## src/rtl/wisc_pkg.sv

```systemverilog
// Shared WISC decode definitions: destination-select encodings and register-file geometry.
package wisc_pkg;

  localparam int NREG   = 8;
  localparam int REG_AW = 3;

  localparam logic [REG_AW-1:0] R7 = 3'd7;

  typedef enum logic [1:0] {
    DST_RT = 2'd0,
    DST_RS = 2'd1,
    DST_RD = 2'd2,
    DST_R7 = 2'd3
  } dst_sel_e;

endpackage

```

## src/rtl/decode_pipe_stage_if.sv

```systemverilog
// Decode-stage bus: IF/ID inputs, writeback, flush, and the registered ID/EX outputs.
interface decode_pipe_stage_if
  import wisc_pkg::*;
#(
  parameter int DATA_W = 16,
  parameter int CTRL_W = 24
);
  logic              if_valid;
  logic [15:0]       if_instr;
  logic [DATA_W-1:0] if_next_pc;
  logic [CTRL_W-1:0] ctrl;
  logic              ctrl_err;
  logic [1:0]        dst_sel;
  logic              reg_wrt;
  logic              mem_rd;
  logic              rs_used;
  logic              rt_used;
  logic              wb_en;
  logic [REG_AW-1:0] wb_addr;
  logic [DATA_W-1:0] wb_data;
  logic              ex_flush;

  logic              stall_if;
  logic              id_valid;
  logic              id_reg_wrt;
  logic              id_mem_rd;
  logic [15:0]       id_instr;
  logic [DATA_W-1:0] id_next_pc;
  logic [CTRL_W-1:0] id_ctrl;
  logic [DATA_W-1:0] id_rd1;
  logic [DATA_W-1:0] id_rd2;
  logic [REG_AW-1:0] id_wr_reg;
  logic              err;

  modport slave (
    input  if_valid, if_instr, if_next_pc, ctrl, ctrl_err, dst_sel, reg_wrt, mem_rd,
           rs_used, rt_used, wb_en, wb_addr, wb_data, ex_flush,
    output stall_if, id_valid, id_reg_wrt, id_mem_rd, id_instr, id_next_pc, id_ctrl,
           id_rd1, id_rd2, id_wr_reg, err
  );

  modport master (
    output if_valid, if_instr, if_next_pc, ctrl, ctrl_err, dst_sel, reg_wrt, mem_rd,
           rs_used, rt_used, wb_en, wb_addr, wb_data, ex_flush,
    input  stall_if, id_valid, id_reg_wrt, id_mem_rd, id_instr, id_next_pc, id_ctrl,
           id_rd1, id_rd2, id_wr_reg, err
  );

endinterface

```

## src/rtl/regfile_bypass.sv

```systemverilog
// 8-entry register file, two read ports and one write port; writes land on the clock edge.
// With BYPASS=1 a write is forwarded to a matching read port in the same cycle.
module regfile_bypass
  import wisc_pkg::*;
#(
  parameter int DATA_W = 16,
  parameter int BYPASS = 1
) (
  input  logic              clk,
  input  logic              rst,
  input  logic              we,
  input  logic [REG_AW-1:0] waddr,
  input  logic [DATA_W-1:0] wdata,
  input  logic [REG_AW-1:0] raddr1,
  output logic [DATA_W-1:0] rdata1,
  input  logic [REG_AW-1:0] raddr2,
  output logic [DATA_W-1:0] rdata2
);

  logic [DATA_W-1:0] mem_q [NREG];
  logic [DATA_W-1:0] mem_d [NREG];

  always_comb begin
    mem_d = mem_q;
    if (we) mem_d[waddr] = wdata;
  end

  always_ff @(posedge clk) begin
    if (!rst) mem_q <= '{default: '0};
    else      mem_q <= mem_d;
  end

  generate
    if (BYPASS != 0) begin : g_bypass
      assign rdata1 = (we && (waddr == raddr1)) ? wdata : mem_q[raddr1];
      assign rdata2 = (we && (waddr == raddr2)) ? wdata : mem_q[raddr2];
    end else begin : g_no_bypass
      assign rdata1 = mem_q[raddr1];
      assign rdata2 = mem_q[raddr2];
    end
  endgenerate

endmodule

```

## src/rtl/decode_pipe_stage.sv

```systemverilog
// WISC decode stage with ID/EX register: operand read, destination select, load-use stall, flush.
// ID/EX outputs one cycle after IF/ID; a load-use hazard inserts one bubble and holds fetch.
module decode_pipe_stage
  import wisc_pkg::*;
#(
  parameter int DATA_W = 16,
  parameter int CTRL_W = 24,
  parameter int BYPASS = 1
) (
  input logic                clk,
  input logic                rst,
  decode_pipe_stage_if.slave bus
);

  logic [REG_AW-1:0] rs_addr, rt_addr, wr_sel;
  logic [DATA_W-1:0] rd1, rd2;
  logic              hz;

  logic              valid_q, valid_d;
  logic              reg_wrt_q, reg_wrt_d;
  logic              mem_rd_q, mem_rd_d;
  logic [15:0]       instr_q, instr_d;
  logic [DATA_W-1:0] next_pc_q, next_pc_d;
  logic [CTRL_W-1:0] ctrl_q, ctrl_d;
  logic [DATA_W-1:0] rd1_q, rd1_d;
  logic [DATA_W-1:0] rd2_q, rd2_d;
  logic [REG_AW-1:0] wr_reg_q, wr_reg_d;
  logic              err_q, err_d;

  assign rs_addr = bus.if_instr[10:8];
  assign rt_addr = bus.if_instr[7:5];

  regfile_bypass #(
    .DATA_W (DATA_W),
    .BYPASS (BYPASS)
  ) u_regfile (
    .clk    (clk),
    .rst    (rst),
    .we     (bus.wb_en),
    .waddr  (bus.wb_addr),
    .wdata  (bus.wb_data),
    .raddr1 (rs_addr),
    .rdata1 (rd1),
    .raddr2 (rt_addr),
    .rdata2 (rd2)
  );

  always_comb begin
    wr_sel = R7;
    case (dst_sel_e'(bus.dst_sel))
      DST_RT:  wr_sel = rt_addr;
      DST_RS:  wr_sel = rs_addr;
      DST_RD:  wr_sel = bus.if_instr[4:2];
      default: wr_sel = R7;
    endcase
  end

  // The load now in ID/EX cannot forward its data until it leaves MEM.
  assign hz = valid_q & mem_rd_q & reg_wrt_q & bus.if_valid &
              ((bus.rs_used & (rs_addr == wr_reg_q)) |
               (bus.rt_used & (rt_addr == wr_reg_q)));

  assign bus.stall_if = hz & ~bus.ex_flush;

  always_comb begin
    valid_d   = bus.if_valid;
    reg_wrt_d = bus.reg_wrt & bus.if_valid;
    mem_rd_d  = bus.mem_rd & bus.if_valid;
    instr_d   = bus.if_instr;
    next_pc_d = bus.if_next_pc;
    ctrl_d    = bus.ctrl;
    rd1_d     = rd1;
    rd2_d     = rd2;
    wr_reg_d  = wr_sel;
    err_d     = err_q | (bus.if_valid & bus.ctrl_err & ~bus.ex_flush & ~hz);
    if (bus.ex_flush || hz) begin
      valid_d   = 1'b0;
      reg_wrt_d = 1'b0;
      mem_rd_d  = 1'b0;
      ctrl_d    = '0;
    end
  end

  always_ff @(posedge clk) begin
    if (!rst) begin
      valid_q   <= 1'b0;
      reg_wrt_q <= 1'b0;
      mem_rd_q  <= 1'b0;
      instr_q   <= '0;
      next_pc_q <= '0;
      ctrl_q    <= '0;
      rd1_q     <= '0;
      rd2_q     <= '0;
      wr_reg_q  <= '0;
      err_q     <= 1'b0;
    end else begin
      valid_q   <= valid_d;
      reg_wrt_q <= reg_wrt_d;
      mem_rd_q  <= mem_rd_d;
      instr_q   <= instr_d;
      next_pc_q <= next_pc_d;
      ctrl_q    <= ctrl_d;
      rd1_q     <= rd1_d;
      rd2_q     <= rd2_d;
      wr_reg_q  <= wr_reg_d;
      err_q     <= err_d;
    end
  end

  assign bus.id_valid   = valid_q;
  assign bus.id_reg_wrt = reg_wrt_q;
  assign bus.id_mem_rd  = mem_rd_q;
  assign bus.id_instr   = instr_q;
  assign bus.id_next_pc = next_pc_q;
  assign bus.id_ctrl    = ctrl_q;
  assign bus.id_rd1     = rd1_q;
  assign bus.id_rd2     = rd2_q;
  assign bus.id_wr_reg  = wr_reg_q;
  assign bus.err        = err_q;

endmodule

```

## src/flat_wrapper.sv

```systemverilog
// flat-port wrapper written by rule: the top's interface ports become plain ports
module decode_pipe_stage_flat import wisc_pkg::*;
#(
  parameter int DATA_W = 16,
  parameter int CTRL_W = 24,
  parameter int BYPASS = 1
)
  (clk, rst, bus_if_valid, bus_if_instr, bus_if_next_pc, bus_ctrl, bus_ctrl_err, bus_dst_sel, bus_reg_wrt, bus_mem_rd, bus_rs_used, bus_rt_used, bus_wb_en, bus_wb_addr, bus_wb_data, bus_ex_flush, bus_stall_if, bus_id_valid, bus_id_reg_wrt, bus_id_mem_rd, bus_id_instr, bus_id_next_pc, bus_id_ctrl, bus_id_rd1, bus_id_rd2, bus_id_wr_reg, bus_err);
  decode_pipe_stage_if #(.DATA_W(DATA_W), .CTRL_W(CTRL_W)) bus_i ();
  input logic clk;
  input logic rst;
  input wire logic [$bits(bus_i.if_valid)-1:0] bus_if_valid;
  input wire logic [$bits(bus_i.if_instr)-1:0] bus_if_instr;
  input wire logic [$bits(bus_i.if_next_pc)-1:0] bus_if_next_pc;
  input wire logic [$bits(bus_i.ctrl)-1:0] bus_ctrl;
  input wire logic [$bits(bus_i.ctrl_err)-1:0] bus_ctrl_err;
  input wire logic [$bits(bus_i.dst_sel)-1:0] bus_dst_sel;
  input wire logic [$bits(bus_i.reg_wrt)-1:0] bus_reg_wrt;
  input wire logic [$bits(bus_i.mem_rd)-1:0] bus_mem_rd;
  input wire logic [$bits(bus_i.rs_used)-1:0] bus_rs_used;
  input wire logic [$bits(bus_i.rt_used)-1:0] bus_rt_used;
  input wire logic [$bits(bus_i.wb_en)-1:0] bus_wb_en;
  input wire logic [$bits(bus_i.wb_addr)-1:0] bus_wb_addr;
  input wire logic [$bits(bus_i.wb_data)-1:0] bus_wb_data;
  input wire logic [$bits(bus_i.ex_flush)-1:0] bus_ex_flush;
  output wire logic [$bits(bus_i.stall_if)-1:0] bus_stall_if;
  output wire logic [$bits(bus_i.id_valid)-1:0] bus_id_valid;
  output wire logic [$bits(bus_i.id_reg_wrt)-1:0] bus_id_reg_wrt;
  output wire logic [$bits(bus_i.id_mem_rd)-1:0] bus_id_mem_rd;
  output wire logic [$bits(bus_i.id_instr)-1:0] bus_id_instr;
  output wire logic [$bits(bus_i.id_next_pc)-1:0] bus_id_next_pc;
  output wire logic [$bits(bus_i.id_ctrl)-1:0] bus_id_ctrl;
  output wire logic [$bits(bus_i.id_rd1)-1:0] bus_id_rd1;
  output wire logic [$bits(bus_i.id_rd2)-1:0] bus_id_rd2;
  output wire logic [$bits(bus_i.id_wr_reg)-1:0] bus_id_wr_reg;
  output wire logic [$bits(bus_i.err)-1:0] bus_err;
  assign bus_i.if_valid = bus_if_valid;
  assign bus_i.if_instr = bus_if_instr;
  assign bus_i.if_next_pc = bus_if_next_pc;
  assign bus_i.ctrl = bus_ctrl;
  assign bus_i.ctrl_err = bus_ctrl_err;
  assign bus_i.dst_sel = bus_dst_sel;
  assign bus_i.reg_wrt = bus_reg_wrt;
  assign bus_i.mem_rd = bus_mem_rd;
  assign bus_i.rs_used = bus_rs_used;
  assign bus_i.rt_used = bus_rt_used;
  assign bus_i.wb_en = bus_wb_en;
  assign bus_i.wb_addr = bus_wb_addr;
  assign bus_i.wb_data = bus_wb_data;
  assign bus_i.ex_flush = bus_ex_flush;
  assign bus_stall_if = bus_i.stall_if;
  assign bus_id_valid = bus_i.id_valid;
  assign bus_id_reg_wrt = bus_i.id_reg_wrt;
  assign bus_id_mem_rd = bus_i.id_mem_rd;
  assign bus_id_instr = bus_i.id_instr;
  assign bus_id_next_pc = bus_i.id_next_pc;
  assign bus_id_ctrl = bus_i.id_ctrl;
  assign bus_id_rd1 = bus_i.id_rd1;
  assign bus_id_rd2 = bus_i.id_rd2;
  assign bus_id_wr_reg = bus_i.id_wr_reg;
  assign bus_err = bus_i.err;
  decode_pipe_stage #(.DATA_W(DATA_W), .CTRL_W(CTRL_W), .BYPASS(BYPASS)) u_core (.clk(clk), .rst(rst), .bus(bus_i));
endmodule
```

## config.mk

```make
export PLATFORM = sky130hd
export DESIGN_NAME = decode_pipe_stage_flat
export DESIGN_NICKNAME = d
export VERILOG_FILES = /design/src/rtl/wisc_pkg.sv /design/src/rtl/decode_pipe_stage_if.sv /design/src/rtl/regfile_bypass.sv /design/src/rtl/decode_pipe_stage.sv /design/src/flat_wrapper.sv
export SDC_FILE = /design/constraint.sdc
export NUM_CORES = 1
export LEC_CHECK = 0
export CORE_MARGIN = 3
export CORE_UTILIZATION = 51
export CTS_BUF_LIST = sky130_fd_sc_hd__clkbuf_4 sky130_fd_sc_hd__clkbuf_8
export CTS_CLUSTER_DIAMETER = 30
export DETAILED_ROUTE_END_ITERATION = 8
export DONT_BUFFER_PORTS = 1
export PLACE_DENSITY = 0.69
export SLEW_MARGIN = 20
export SYNTH_ARGS = -nofsm -noshare
export SYNTH_HDL_FRONTEND = slang
export SYNTH_SLANG_ARGS = --single-unit
export TNS_END_PERCENT = 100
```

## constraint.sdc

```tcl
create_clock -name clk -period 1.4 [get_ports clk]
set_clock_uncertainty 0.15 [all_clocks]
set_input_delay 0.14 -clock clk [delete_from_list [all_inputs] [get_ports clk]]
set_output_delay 0.14 -clock clk [all_outputs]
set_load 0.05 [all_outputs]
```

==> results.yml <==
clock_tree:
  cts_tree: "done"
  cts_inserted_buffers: 47
  numClockSinks: 223
  cts_root_buf: "clkbuf_8"
  clock_path_buffers: 3
  cts.reportedPaths.clkPinSlew_ns: 0.06
  clk_latency_ns: 0.56
  cts_max_level: 2
place:
  place_area_sq_mm: 0.0102
  gp_congestion: 0.823
  portBuffers: 0
  dp_hpwl_microns: 17100
route:
  wl_per_cell_microns: 23.1
  drt-initial-drc-count: 1054
  drtPass1Iterations: 7
  drc: 0
  viasPerCell: 5.85
  ant_nets: 0
  routed_wirelength_microns: 37600
  vias: 9526
timing:
  slew_headroom_pct: 19.9
  setup_slack_ns: -0.775
  tightest_slew_ns: 1.20
  finalCritPeriodShare_pct: 155
  hold_viol_final: 73
  finalSetupViolCount: 51
  min_period_ns: 2.17
  max_freq_ghz: 0.460
  setup_tns_ns: -11.90
  maxSlewViolCount: 0
  whs_ns: -0.384
  rsz0062_at_grt: "yes"
synthesis:
  synth.distinct_cells: 36
  synth_area_leader_cell: "dfxtp_1"
  synth_cells: 1067
  synth_flop_cell: "dfxtp_1"
  synth-seq-area-share_pct: 44.9
  yosysWarnings: 0
  synth_area_leaders: "dfxtp_1 (45%), nand2_1 (11%), mux4_2 (7.7%)"
  synth_nets: 1154
  async_flop_share_pct: 0
  ys_ff_latch: 223
  synth_edf_count: 0
  synthTopCellsByCount: "nand2_1 (283), dfxtp_1 (223), a21boi_0 (65), a21boi_1 (63), a21oi_1 (63)"
  synth.avg_cell_area_sq_um: 9.32
  synth_most_common_cell: "nand2_1"
  netlist_area_sq_mm: 0.00994
  synth_top_area_share_pct: 44.9
worst_setup_path:
  cp_cell_sequence: "xnor2_2 > nand4_1 > a21oi_2 > nor2b_4 > buf_12"
  worstPathRequired_ns: 1.11
  cp_slowest_stage_delay_ns: 0.37
  worst-setup-path-type: "reg -> out"
  r2r_start: "u_core.bus.id_wr_reg[0]"
  rrSetupSlack_ns: -0.30
  critPathMaxFanout: 3
  cp_top_family: "simple AND/OR/NAND/NOR gates"
  cp_slowest_cell: "dfxtp_4"
  crit_path_end_kind: "output pin"
  cp.buffers_inverters: 1
  r2r_end: "u_core.bus.id_valid"
  start_kind: "flop"
  worstPathArrival_ns: 1.88
  r2r_cells: 6
finish:
  drive_above_1_share_pct: 24.8
  area_growth_syn_to_layout_pct: 44.6
  fin_nets: 1416
  fillers: 1200
  top_register: "u_core.u_regfile.mem_q"
  final_cell_area_sq_mm: 0.0144
  largest_register_ffs: 128
run_status:
  violations: "hold timing, setup timing"
  outcome: "finished, violations left"
floorplanning:
  core-area_sq_mm: 0.0190
  start_util_pct: 52.4
  ios: 183
  rows: 50
  die_area_sq_mm: 0.0212
  die_h_microns: 146
  die_x_microns: 146
grt:
  antenna_found_initial: 4
  grt_pass1_vias: 9820
  grt_overflow: 0
  track_usage_pct: 33.2
  grt_pass1_wl_microns: 55500
  grt_start_max_net_pins: 119
power_and_ir_drop:
  switching_share_pct: 26.3
  p_clk_share_pct: 48.6
  p_leak_nw: 5.73
  combPwrFrac_pct: 9.5
  p_sw_mw: 4.45
  p_seq_share_pct: 41.9
  p_int_mw: 12.5
  ir_drop_mv: 0.696
  power_density_mw_per_mm2: 1180
hold_path:
  min-delay-start: "rst"
  worstHoldPathType: "in -> reg"
  hold_depth: 1
  holdPathEnd: "u_core.u_regfile.mem_q[47]"
run:
  drv_cap: 0
-- cells by family after synthesis --
family	after synthesis	share of synthesized area, %
AO/OA/AOI/OAI	257	16.7
XOR/XNOR	12	1.06
buffers and inverters	97	5.74
flip-flops	223	44.9
multiplexers	99	14.3
AND/OR/NAND/NOR	379	17.3
-- layout by cell type, fill, tap and decap left out, drive strengths merged, types with 5 or more instances in the layout --
cell type	synthesis	routed
nand2	287	287
dlygate4sd3	0	233
dfxtp	223	223
a21boi	128	128
a21oi	63	63
mux2i	62	62
clkbuf	35	62
buf	62	56
mux4	34	34
o21ai	33	33
and2	32	32
nor2	32	32
o22ai	30	30
dlymetal6s4s	0	20
xnor2	12	12
clkinv	0	9
clkinvlp	0	7
bufinv	0	7
nand2b	6	6
nand4	6	6
nand3	5	5
-- worst reg2reg max path, cell delays in order (launching register included) --
cell and delay [ns]:
dfxtp_4 0.37, xnor2_2 0.18, nand4_1 0.18, a21oi_2 0.25, buf_4 0.20, buf_6 0.17
nor2_1 0.08
-- power by group through the flow --
stage          clock [mW]  sequential, mW  combinational (mW)
6_report             8.23            7.10                1.61
2_1_floorplan           0            7.21               0.859
4_1_cts              8.16            7.08                1.44
3_3_place_gp            0            7.18               0.841
5_1_grt              8.54            7.12                1.69
3_5_place_dp            0            7.19               0.855
-- per-stage QoR --
stage,power [mW],setup WS [ns],utilization (%),cells
5_1_grt,17.3,-0.813,75.8,1627
4_1_cts,16.7,-0.552,74.6,1622
3_3_place_gp,8.02,-0.0378,53.9,1278
3_5_place_dp,8.04,-0.0411,53.9,1278
6_report,16.9,-0.775,75.9,1628
2_1_floorplan,8.07,-0.208,-,1067
-- cell type report --
| cell class | count | area [sq um] | area share (%) |
|---|---|---|---|
| antenna | 3 | 7.51 | 0.0522 |
| clock buffer | 61 | 796 | 5.53 |
| sequential | 223 | 4610 | 32.1 |
| tap | 260 | 325 | 2.26 |
| clock inverter | 24 | 328 | 2.28 |
| multi-input combinational | 747 | 5030 | 35.0 |
| timing repair buffer | 310 | 3290 | 22.9 |
-- routing by layer --
layer | share of wire, % | global-route usage (%)
met4 | 5.9 | 17.2
met3 | 9.1 | 7.75
met1 | 36 | 38.3
met5 | 0.056 | 0
met2 | 49 | 57.6
-- worst max path at each step --
stage	slack [ns]	start	end	cells after the start
2_1_floorplan	-0.21	u_core.bus.id_wr_reg[1]	bus_stall_if	5
3_3_place_gp	-0.04	u_core.bus.id_wr_reg[1]	bus_stall_if	5
4_1_cts	-0.55	u_core.bus.id_wr_reg[1]	bus_stall_if	5
6_report	-0.77	u_core.bus.id_wr_reg[0]	bus_stall_if	5
5_1_grt	-0.81	u_core.bus.id_wr_reg[0]	bus_stall_if	5
3_5_place_dp	-0.04	u_core.bus.id_wr_reg[1]	bus_stall_if	5
-- repair_timing --
action	4_1_cts	5_1_grt
cloned	1	1
hold endpoints to repair	223	73
resized for setup	95	84
pin swaps	5	8
hold buffers	257	4
endpoints found under the setup margin	94	161
setup buffers	4	1
Note: power is estimated with default switching activity, not from simulation.
